$ cat src/rtl/lsu_pkg.sv
// Shared types, lane masks and request-legality helpers for the LSU bus controller.
package lsu_pkg;

    typedef enum logic [1:0] {
        SIZE_B   = 2'b00,
        SIZE_H   = 2'b01,
        SIZE_W   = 2'b10,
        SIZE_ILL = 2'b11
    } size_e;

    typedef enum logic [1:0] {
        CAUSE_MISALIGN = 2'd0,
        CAUSE_BUSERR   = 2'd1,
        CAUSE_TIMEOUT  = 2'd2
    } cause_e;

    typedef enum logic [1:0] {
        ST_IDLE,
        ST_BUS,
        ST_RESP
    } state_e;

    localparam logic [3:0] LANE_B = 4'b0001;
    localparam logic [3:0] LANE_H = 4'b0011;
    localparam logic [3:0] LANE_W = 4'b1111;

    // Unsigned bit is meaningful only for B/H loads; anything else with it set is rejected.
    function automatic logic access_legal(input logic [2:0] funct3, input logic we,
                                          input logic [1:0] off);
        logic legal;
        case (size_e'(funct3[1:0]))
            SIZE_B:  legal = 1'b1;
            SIZE_H:  legal = (off != 2'd3);
            SIZE_W:  legal = (off == 2'd0);
            default: legal = 1'b0;
        endcase
        if (funct3[2] && (we || funct3[1:0] == SIZE_W)) legal = 1'b0;
        return legal;
    endfunction

    function automatic logic [3:0] lane_mask(input size_e size, input logic [1:0] off);
        case (size)
            SIZE_B:  return LANE_B << off;
            SIZE_H:  return LANE_H << off;
            default: return LANE_W;
        endcase
    endfunction

endpackage

$ cat src/rtl/lsu_load_aligner.sv
// Right-justifies the addressed bytes of a bus read word and zero/sign-extends B/H loads.
module lsu_load_aligner
    import lsu_pkg::*;
(
    input  logic [31:0] dat_i,
    input  logic [1:0]  size,
    input  logic        uns,
    input  logic [1:0]  off,
    output logic [31:0] rdata
);

    logic [31:0] shifted;
    logic        sign;

    always_comb begin
        shifted = dat_i >> {off, 3'b000};
        sign    = 1'b0;
        rdata   = shifted;
        case (size_e'(size))
            SIZE_B: begin
                sign  = ~uns & shifted[7];
                rdata = {{24{sign}}, shifted[7:0]};
            end
            SIZE_H: begin
                sign  = ~uns & shifted[15];
                rdata = {{16{sign}}, shifted[15:0]};
            end
            default: rdata = shifted;
        endcase
    end

endmodule

$ cat src/rtl/lsu_bus_controller.sv
// Sequences one load/store at a time onto the data bus and returns data or an exception.
// Optional bus timeout abort is enabled by defining LSU_BUS_TIMEOUT_EN.
module lsu_bus_controller
    import lsu_pkg::*;
#(
    parameter int unsigned TIMEOUT_CYCLES = 256
) (
    input  logic        clk,
    input  logic        rst_n,
    input  logic        req_valid,
    output logic        req_ready,
    input  logic        req_we,
    input  logic [2:0]  req_funct3,
    input  logic [31:0] req_addr,
    input  logic [31:0] req_wdata,
    output logic        rsp_valid,
    output logic [31:0] rsp_rdata,
    output logic        rsp_exc,
    output logic [1:0]  rsp_cause,
    output logic        bus_cyc,
    output logic        bus_stb,
    output logic        bus_we,
    output logic [31:0] bus_adr,
    output logic [3:0]  bus_sel,
    output logic [31:0] bus_dat_o,
    input  logic [31:0] bus_dat_i,
    input  logic        bus_ack,
    input  logic        bus_err
);

    state_e      state_q, state_d;
    logic        req_ready_q, req_ready_d;
    logic        rsp_valid_q, rsp_valid_d;
    logic [31:0] rsp_rdata_q, rsp_rdata_d;
    logic        rsp_exc_q, rsp_exc_d;
    logic [1:0]  rsp_cause_q, rsp_cause_d;
    logic        bus_cyc_q, bus_cyc_d;
    logic        bus_we_q, bus_we_d;
    logic [31:0] bus_adr_q, bus_adr_d;
    logic [3:0]  bus_sel_q, bus_sel_d;
    logic [31:0] bus_dat_o_q, bus_dat_o_d;
    size_e       size_q, size_d;
    logic        uns_q, uns_d;
    logic [1:0]  off_q, off_d;
    logic [31:0] load_data;
    logic        timeout_hit;

    lsu_load_aligner u_aligner (
        .dat_i (bus_dat_i),
        .size  (size_q),
        .uns   (uns_q),
        .off   (off_q),
        .rdata (load_data)
    );

`ifdef LSU_BUS_TIMEOUT_EN
    localparam int unsigned CNT_W = (TIMEOUT_CYCLES > 1) ? $clog2(TIMEOUT_CYCLES) : 1;
    logic [CNT_W-1:0] cnt_q, cnt_d;

    // Holding the count at zero outside BUS is what clears it on every entry.
    always_comb begin
        cnt_d       = (state_q == ST_BUS) ? cnt_q + 1'b1 : '0;
        timeout_hit = (cnt_q == CNT_W'(TIMEOUT_CYCLES - 1));
    end

    always_ff @(posedge clk or negedge rst_n) begin
        if (!rst_n) cnt_q <= '0;
        else        cnt_q <= cnt_d;
    end
`else
    logic unused_timeout_cfg;
    assign unused_timeout_cfg = |TIMEOUT_CYCLES;
    assign timeout_hit        = 1'b0;
`endif

    // NOTE: every _d gets a default first so no path through the case can infer a latch.
    always_comb begin
        state_d     = state_q;
        req_ready_d = req_ready_q;
        rsp_valid_d = 1'b0;
        rsp_rdata_d = '0;
        rsp_exc_d   = 1'b0;
        rsp_cause_d = '0;
        bus_cyc_d   = bus_cyc_q;
        bus_we_d    = bus_we_q;
        bus_adr_d   = bus_adr_q;
        bus_sel_d   = bus_sel_q;
        bus_dat_o_d = bus_dat_o_q;
        size_d      = size_q;
        uns_d       = uns_q;
        off_d       = off_q;
        case (state_q)
            ST_IDLE: if (req_valid) begin
                req_ready_d = 1'b0;
                size_d      = size_e'(req_funct3[1:0]);
                uns_d       = req_funct3[2];
                off_d       = req_addr[1:0];
                if (access_legal(req_funct3, req_we, req_addr[1:0])) begin
                    state_d     = ST_BUS;
                    bus_cyc_d   = 1'b1;
                    bus_we_d    = req_we;
                    bus_adr_d   = {req_addr[31:2], 2'b00};
                    bus_sel_d   = lane_mask(size_e'(req_funct3[1:0]), req_addr[1:0]);
                    bus_dat_o_d = req_wdata << {req_addr[1:0], 3'b000};
                end else begin
                    state_d     = ST_RESP;
                    rsp_valid_d = 1'b1;
                    rsp_exc_d   = 1'b1;
                    rsp_cause_d = CAUSE_MISALIGN;
                end
            end
            ST_BUS: if (bus_err || bus_ack || timeout_hit) begin
                state_d     = ST_RESP;
                rsp_valid_d = 1'b1;
                bus_cyc_d   = 1'b0;
                bus_we_d    = 1'b0;
                bus_adr_d   = '0;
                bus_sel_d   = '0;
                bus_dat_o_d = '0;
                // Error outranks a simultaneous ack; timeout only applies when neither arrived.
                if (bus_err) begin
                    rsp_exc_d   = 1'b1;
                    rsp_cause_d = CAUSE_BUSERR;
                end else if (bus_ack) begin
                    rsp_rdata_d = bus_we_q ? '0 : load_data;
                end else begin
                    rsp_exc_d   = 1'b1;
                    rsp_cause_d = CAUSE_TIMEOUT;
                end
            end
            default: begin
                state_d     = ST_IDLE;
                req_ready_d = 1'b1;
            end
        endcase
    end

    // NOTE: sequential state uses non-blocking assignments so all flops update together.
    always_ff @(posedge clk or negedge rst_n) begin
        if (!rst_n) begin
            state_q     <= ST_IDLE;
            req_ready_q <= 1'b1;
            rsp_valid_q <= 1'b0;
            rsp_rdata_q <= '0;
            rsp_exc_q   <= 1'b0;
            rsp_cause_q <= '0;
            bus_cyc_q   <= 1'b0;
            bus_we_q    <= 1'b0;
            bus_adr_q   <= '0;
            bus_sel_q   <= '0;
            bus_dat_o_q <= '0;
            size_q      <= SIZE_B;
            uns_q       <= 1'b0;
            off_q       <= '0;
        end else begin
            state_q     <= state_d;
            req_ready_q <= req_ready_d;
            rsp_valid_q <= rsp_valid_d;
            rsp_rdata_q <= rsp_rdata_d;
            rsp_exc_q   <= rsp_exc_d;
            rsp_cause_q <= rsp_cause_d;
            bus_cyc_q   <= bus_cyc_d;
            bus_we_q    <= bus_we_d;
            bus_adr_q   <= bus_adr_d;
            bus_sel_q   <= bus_sel_d;
            bus_dat_o_q <= bus_dat_o_d;
            size_q      <= size_d;
            uns_q       <= uns_d;
            off_q       <= off_d;
        end
    end

    assign req_ready = req_ready_q;
    assign rsp_valid = rsp_valid_q;
    assign rsp_rdata = rsp_rdata_q;
    assign rsp_exc   = rsp_exc_q;
    assign rsp_cause = rsp_cause_q;
    assign bus_cyc   = bus_cyc_q;
    assign bus_stb   = bus_cyc_q;
    assign bus_we    = bus_we_q;
    assign bus_adr   = bus_adr_q;
    assign bus_sel   = bus_sel_q;
    assign bus_dat_o = bus_dat_o_q;

endmodule

$ cat config.mk
export PLATFORM = sky130hd
export DESIGN_NAME = lsu_bus_controller
export DESIGN_NICKNAME = d
export VERILOG_FILES = /design/src/rtl/lsu_pkg.sv /design/src/rtl/lsu_load_aligner.sv /design/src/rtl/lsu_bus_controller.sv
export SDC_FILE = /design/constraint.sdc
export NUM_CORES = 1
export LEC_CHECK = 0
export CORE_MARGIN = 5
export CORE_UTILIZATION = 35
export CTS_BUF_LIST = sky130_fd_sc_hd__clkbuf_8 sky130_fd_sc_hd__clkbuf_16
export DETAILED_ROUTE_END_ITERATION = 10
export PLACE_DENSITY = 0.67
export SYNTH_ARGS = -nofsm -noshare
export SYNTH_HDL_FRONTEND = slang
export SYNTH_SLANG_ARGS = --single-unit
$ cat constraint.sdc
create_clock -name clk -period 2.1 [get_ports clk]
set_clock_uncertainty 0.05 [all_clocks]
set_input_delay 0.63 -clock clk [delete_from_list [all_inputs] [get_ports clk]]
set_output_delay 0.63 -clock clk [all_outputs]
set_load 0.03 [all_outputs]
### Word level (Yosys, flattened, before mapping)

Index checks and enable logic that the tools add are counted.
W data, S select, Z words.

* equality and inequality tests: 8
* shift-type cells: 4
* muxes and demuxes: 47
* bitwise gates (word level): 4
* reductions and logical operators: 12

Operator list (number)
* $mux W32: 10
* $pmux W32 S2: 3
* $shl A32 B5 Y32: 1
* $shr A32 B5 Y32: 1
* $pmux W4 S2: 2
* $mux W1: 15
* $mux W2: 7
* $mux W4: 3
* $pmux W1 S2: 5
* $logic_not A2 Y1: 4
* $ne A2 B2 Y1 const B: 4
* $eq A2 B1 Y1 const B: 3
* $reduce_and A2 Y1: 3
* $pmux W2 S2: 1
* $reduce_and A4 Y1: 1
* $shl A1 B2 Y4 const A: 1
* $shl A2 B2 Y4 const A: 1
* $pmux W1 S3: 1
* $and A1 B1 Y1: 2
* $eq A2 B2 Y1 const B: 1
* $logic_or A1 B1 Y1: 2
* $not A1 Y1: 2
* $reduce_bool A2 Y1: 1
* $logic_and A1 B1 Y1: 1

* register bits: 114
* input port bits: 105
* output and inout bits: 108
* word-level logic and storage cells: 89

### Depth between registers and ports, before layout

* depth after elaboration: 9
* depth in mapped cells: 7
* depth with buffers taken out: 4

### Hierarchy

From an unflattened synthesis, not the netlist that was laid out.

* cells, all modules: 545
* area, all modules: 5878.1 sq um

By module, submodules not included
* lsu_bus_controller: instances 1, cells an instance 442, area each 5109.9 sq um, seq. area each 2778.9 sq um
* lsu_load_aligner: instances 1, cells an instance 103, area each 768.2 sq um, seq. area each 0.0 sq um

### Worst setup path after synthesis

OpenSTA, ideal clock, no wires.

* path kind: input port to flip-flop
* from: input port req_addr[1]
* to: register bus_dat_o_q[10], in the netlist bus_dat_o[10]
* setup time: 104 ps
* arrival: 1688 ps
* data required time: 1946 ps
* setup slack: 258 ps
* cell stages on the path: 6
* path buffers: 2
* cells stage by stage: clkbuf_1 a21oi_1 o2111ai_2 clkbuf_1 nand3_1 o41ai_2

* word-level cells in the longest chain between the ends: 7

Ends and longest elaborated chain
* from (decl): RTL line lsu_bus_controller.sv:14 `input logic [31:0] req_addr,`
* $ne A2 B2 Y1 / $logic_not A2 Y1 (equally long branches): RTL line lsu_pkg.sv:33, lsu_pkg.sv:34
* $pmux W1 S3: RTL line lsu_pkg.sv:31 `case (size_e'(funct3[1:0]))`
* $mux W1: RTL line lsu_pkg.sv:37 `if (funct3[2] && (we || funct3[1:0] == SIZE_W)) legal = 1'b0;`
* $mux W1: RTL line lsu_bus_controller.sv:93 `ST_IDLE: if (req_valid) begin`
* $mux W1: RTL line lsu_bus_controller.sv:92 `case (state_q)`
* $ne A2 B2 Y1 (no line)
* $reduce_and A4 Y1 (no line)
* to (signal assigned): RTL line lsu_bus_controller.sv:166 `bus_dat_o_q <= bus_dat_o_d;`
* to (decl): RTL line lsu_bus_controller.sv:41 `logic [31:0] bus_dat_o_q, bus_dat_o_d;`

Parallel ways exist; a longest one is shown, timed or not. The select of a mux whose other input is x is not followed.
A chain may end at the register's enable or synchronous reset.

### Worst setup path after layout

* from: register rsp_rdata_q[7], in the netlist rsp_rdata[7]
* to: output port rsp_rdata[7]

RTL lines
* from (decl): RTL line lsu_bus_controller.sv:34 `logic [31:0] rsp_rdata_q, rsp_rdata_d;`
* from (signal assigned): RTL line lsu_bus_controller.sv:159 `rsp_rdata_q <= rsp_rdata_d;`
* to (decl): RTL line lsu_bus_controller.sv:17 `output logic [31:0] rsp_rdata,`

No word-level cell between the ends.

==> metrics.txt <==
status=complete, no violations; Synth area leaders=dfrtp_1 52%, nand3_1 7.3%, nand2_1 6.4%; crit path kind=flip-flop to primary output; # Max-Cap Violations=0; I/O pins=213; DRC viols=0; CP cell instances=clkdlybuf4s50_1; WP data required=1420 ps; logic gate share of total power=37.2%; relative slew slack=62.8%; clock sinks=111; Core Box Area=15000 sq um; Clock Power Share=25.5%; top fanout value on the critical path=1; CTS Buf Count=9; register bit total from synthesis=111; Yosys Warn Count=0; endpoints failing hold=0; initial antenna violation count=0; Area Growth Syn to Fin=55.5%; Peak VDD IR=0.000447 V; ys flop type=dfrtp_1; Cell Area, Placed=7860 sq um; via/cell ratio=5.20; critical path's slowest cell=clkdlybuf4s50_1; share of post-route cells with drive strength above 1=13.5%; Internal Dissipation=4.83 mW; Die ar.=17700 sq um; fill count=1325; DR vias=4901; Clock Path Buffers=2; min Tclk post-route=2080 ps; multi-input logic area=2310 sq um; Post-Layout Cell Count=943; Die W=133 microns; Worst Hold Class=input port to async pin; Netlist cell types=43; die height=133 microns; sequential share of power=37.3%; Congestion Overflow GR=0; Worst-path clk slew=70 ps; commonest cells after routing, fill and taps aside=147 x clkdlybuf4s50_1, 110 x dfrtp_1, 91 x nand2_1; Post-DP HPWL=13.5 mm; pin count of the biggest net entering global routing=51; Post-Syn Area=5310 sq um; WL/cell=18.8 microns; delay of the slowest critical-path stage=680 ps; f_max=0.481 GHz; CP Capture Type=primary output; register area share after synthesis=52.4%; vias in the first global route=5144; LEAKAGE=4.39 nW; Top Family by Delay on Critical Path=buffers and inverters; design area=8250 sq um; Tcrit/Tclk final=98.9%; Mapped Cells=527; Post-CTS Hold Buffers=0; post-route ant nets=0; drt total wl=17.7 mm; Post CTS Setup Buffer Count=0; routability cong.=0.868; most common cell after layout, fill and taps aside=clkdlybuf4s50_1; # diodes=0; Initial Utilization=35.3%; detailed-router iteration count before antenna repair=4; Worst-Skew Late Latency=340 ps; CTS H-tree depth=3; asr flop ratio synth=100%; Rows=45; Post-synth EDFFs=0; Startpoint Class=flip-flop; Max Slew Vio Count=0; worst-margin pin slew=556 ps; switching share of total power=35.9%; worst path buffer plus inverter count=1; first-pass GRT wire length=27.7 mm; Final TNS setup=0 ps; syn_area_per_cell=10.1 sq um; Root Driver=clkbuf_16; largest area contributor in the netlist=dfrtp_1; RSZ-0062 raised after global routing=no; First DRT Iteration DRCs=277; nets@finish=856; Net Switching=2.70 mW; Total Routing Usage GR=19.6%; crit path DAT=1400 ps; Register Area=2780 sq um; port bufs=209; Placed Cells=928; Pwr Density=913 nW/um^2; CTS tree=built; Synth top area share=51.9%; final setup vio count=0
==> per-layer routing <==
metal	track usage, %	routed length [microns]	vias up
li1	-	-	2294
met1	24.9	7420	2386
met2	32.1	8500	197
met3	5.93	1430	24
met4	6.57	347	0
met5	0	0	-
==> cell type report <==
| type | count | area share [%] |
|---|---|---|
| multi-input cells | 370 | 28.0 |
| clock buffers | 9 | 2.73 |
| clock inverters | 6 | 1.24 |
| repair buffers | 258 | 31.4 |
| well taps | 188 | 2.85 |
| inverters | 1 | 0.0455 |
| flip-flops and latches | 111 | 33.7 |
==> logic make-up after synthesis <==
kind of cell    share of synthesized area, %
compound gates                          13.9
xor+xnor                               0.165
buf+inv                                 4.90
flops                                   52.4
mux                                     8.98
other cells                           0.0707
simple gates                            19.6
==> synthesized netlist by cell type, types with 9 or more instances <==
| cell type | count |
|---|---|
| nand2_1 | 91 |
| mux2i_1 | 33 |
| dfrtp_1 | 110 |
| a21oi_1 | 9 |
| o31ai_1 | 10 |
| a211oi_1 | 16 |
| nor2_1 | 25 |
| buf_2 | 10 |
| o21ai_0 | 20 |
| clkbuf_1 | 22 |
| mux2_2 | 13 |
| nand3_1 | 77 |
| nor2b_1 | 12 |
==> through the flow <==
stage,hold WS [ps],total power [mW],util [%],setup WS (ps)
floorplan,284,4.40,-,258
global placement,431,5.74,52.3,-255
detailed placement,433,5.79,52.3,-279
CTS,164,7.63,54.3,0.255
global route,184,7.90,54.9,0.685
finish,161,7.53,54.9,23.1
==> power groups by stage <==
stage / registers [mW] / clock network, mW / logic, mW
after detailed placement: 2.85 / 0 / 2.94
final: 2.81 / 1.92 / 2.80
after floorplan: 3.50 / 0 / 0.896
after global placement: 2.84 / 0 / 2.90
after CTS: 2.82 / 1.96 / 2.86
after global routing: 2.85 / 2.05 / 3.00
==> state kept, by name, indices dropped and copies added (netlist names) <==
signal	count
bus_adr	30
bus_cyc	1
bus_dat_o	32
bus_sel	4
bus_we	1
off_q	2
req_ready	1
rsp_cause	1
rsp_exc	1
rsp_rdata	32
rsp_valid	1
size_q	2
state_q	2
uns_q	1
==> final timing paths <==
path / startpoint / end / slack [ps] / cells after the start
setup / recovery: rsp_rdata[7]$_DFF_PN0_ / rsp_rdata[7] / 20 / 1
hold / removal: rst_n / rsp_rdata[9]$_DFF_PN0_ / 160 / 1
setup reg to reg: off_q[0]$_DFFE_PN0P_ / rsp_rdata[15]$_DFF_PN0_ / 350 / 4
hold reg to reg: req_ready$_DFFE_PN1P_ / req_ready$_DFFE_PN1P_ / 440 / 2
max in group asynchronous: rst_n / bus_cyc$_DFFE_PN0P_ / 1280 / 2
min in group clk: req_ready$_DFFE_PN1P_ / req_ready$_DFFE_PN1P_ / 440 / 2
==> what timing repair did <==
item | CTS | global route
setup endpoints to repair | 28 | 35
gates resized for setup | 28 | 36
gates cloned | 0 | 0
pin swaps | 0 | 0
Note: power is estimated with default switching activity, not from simulation.
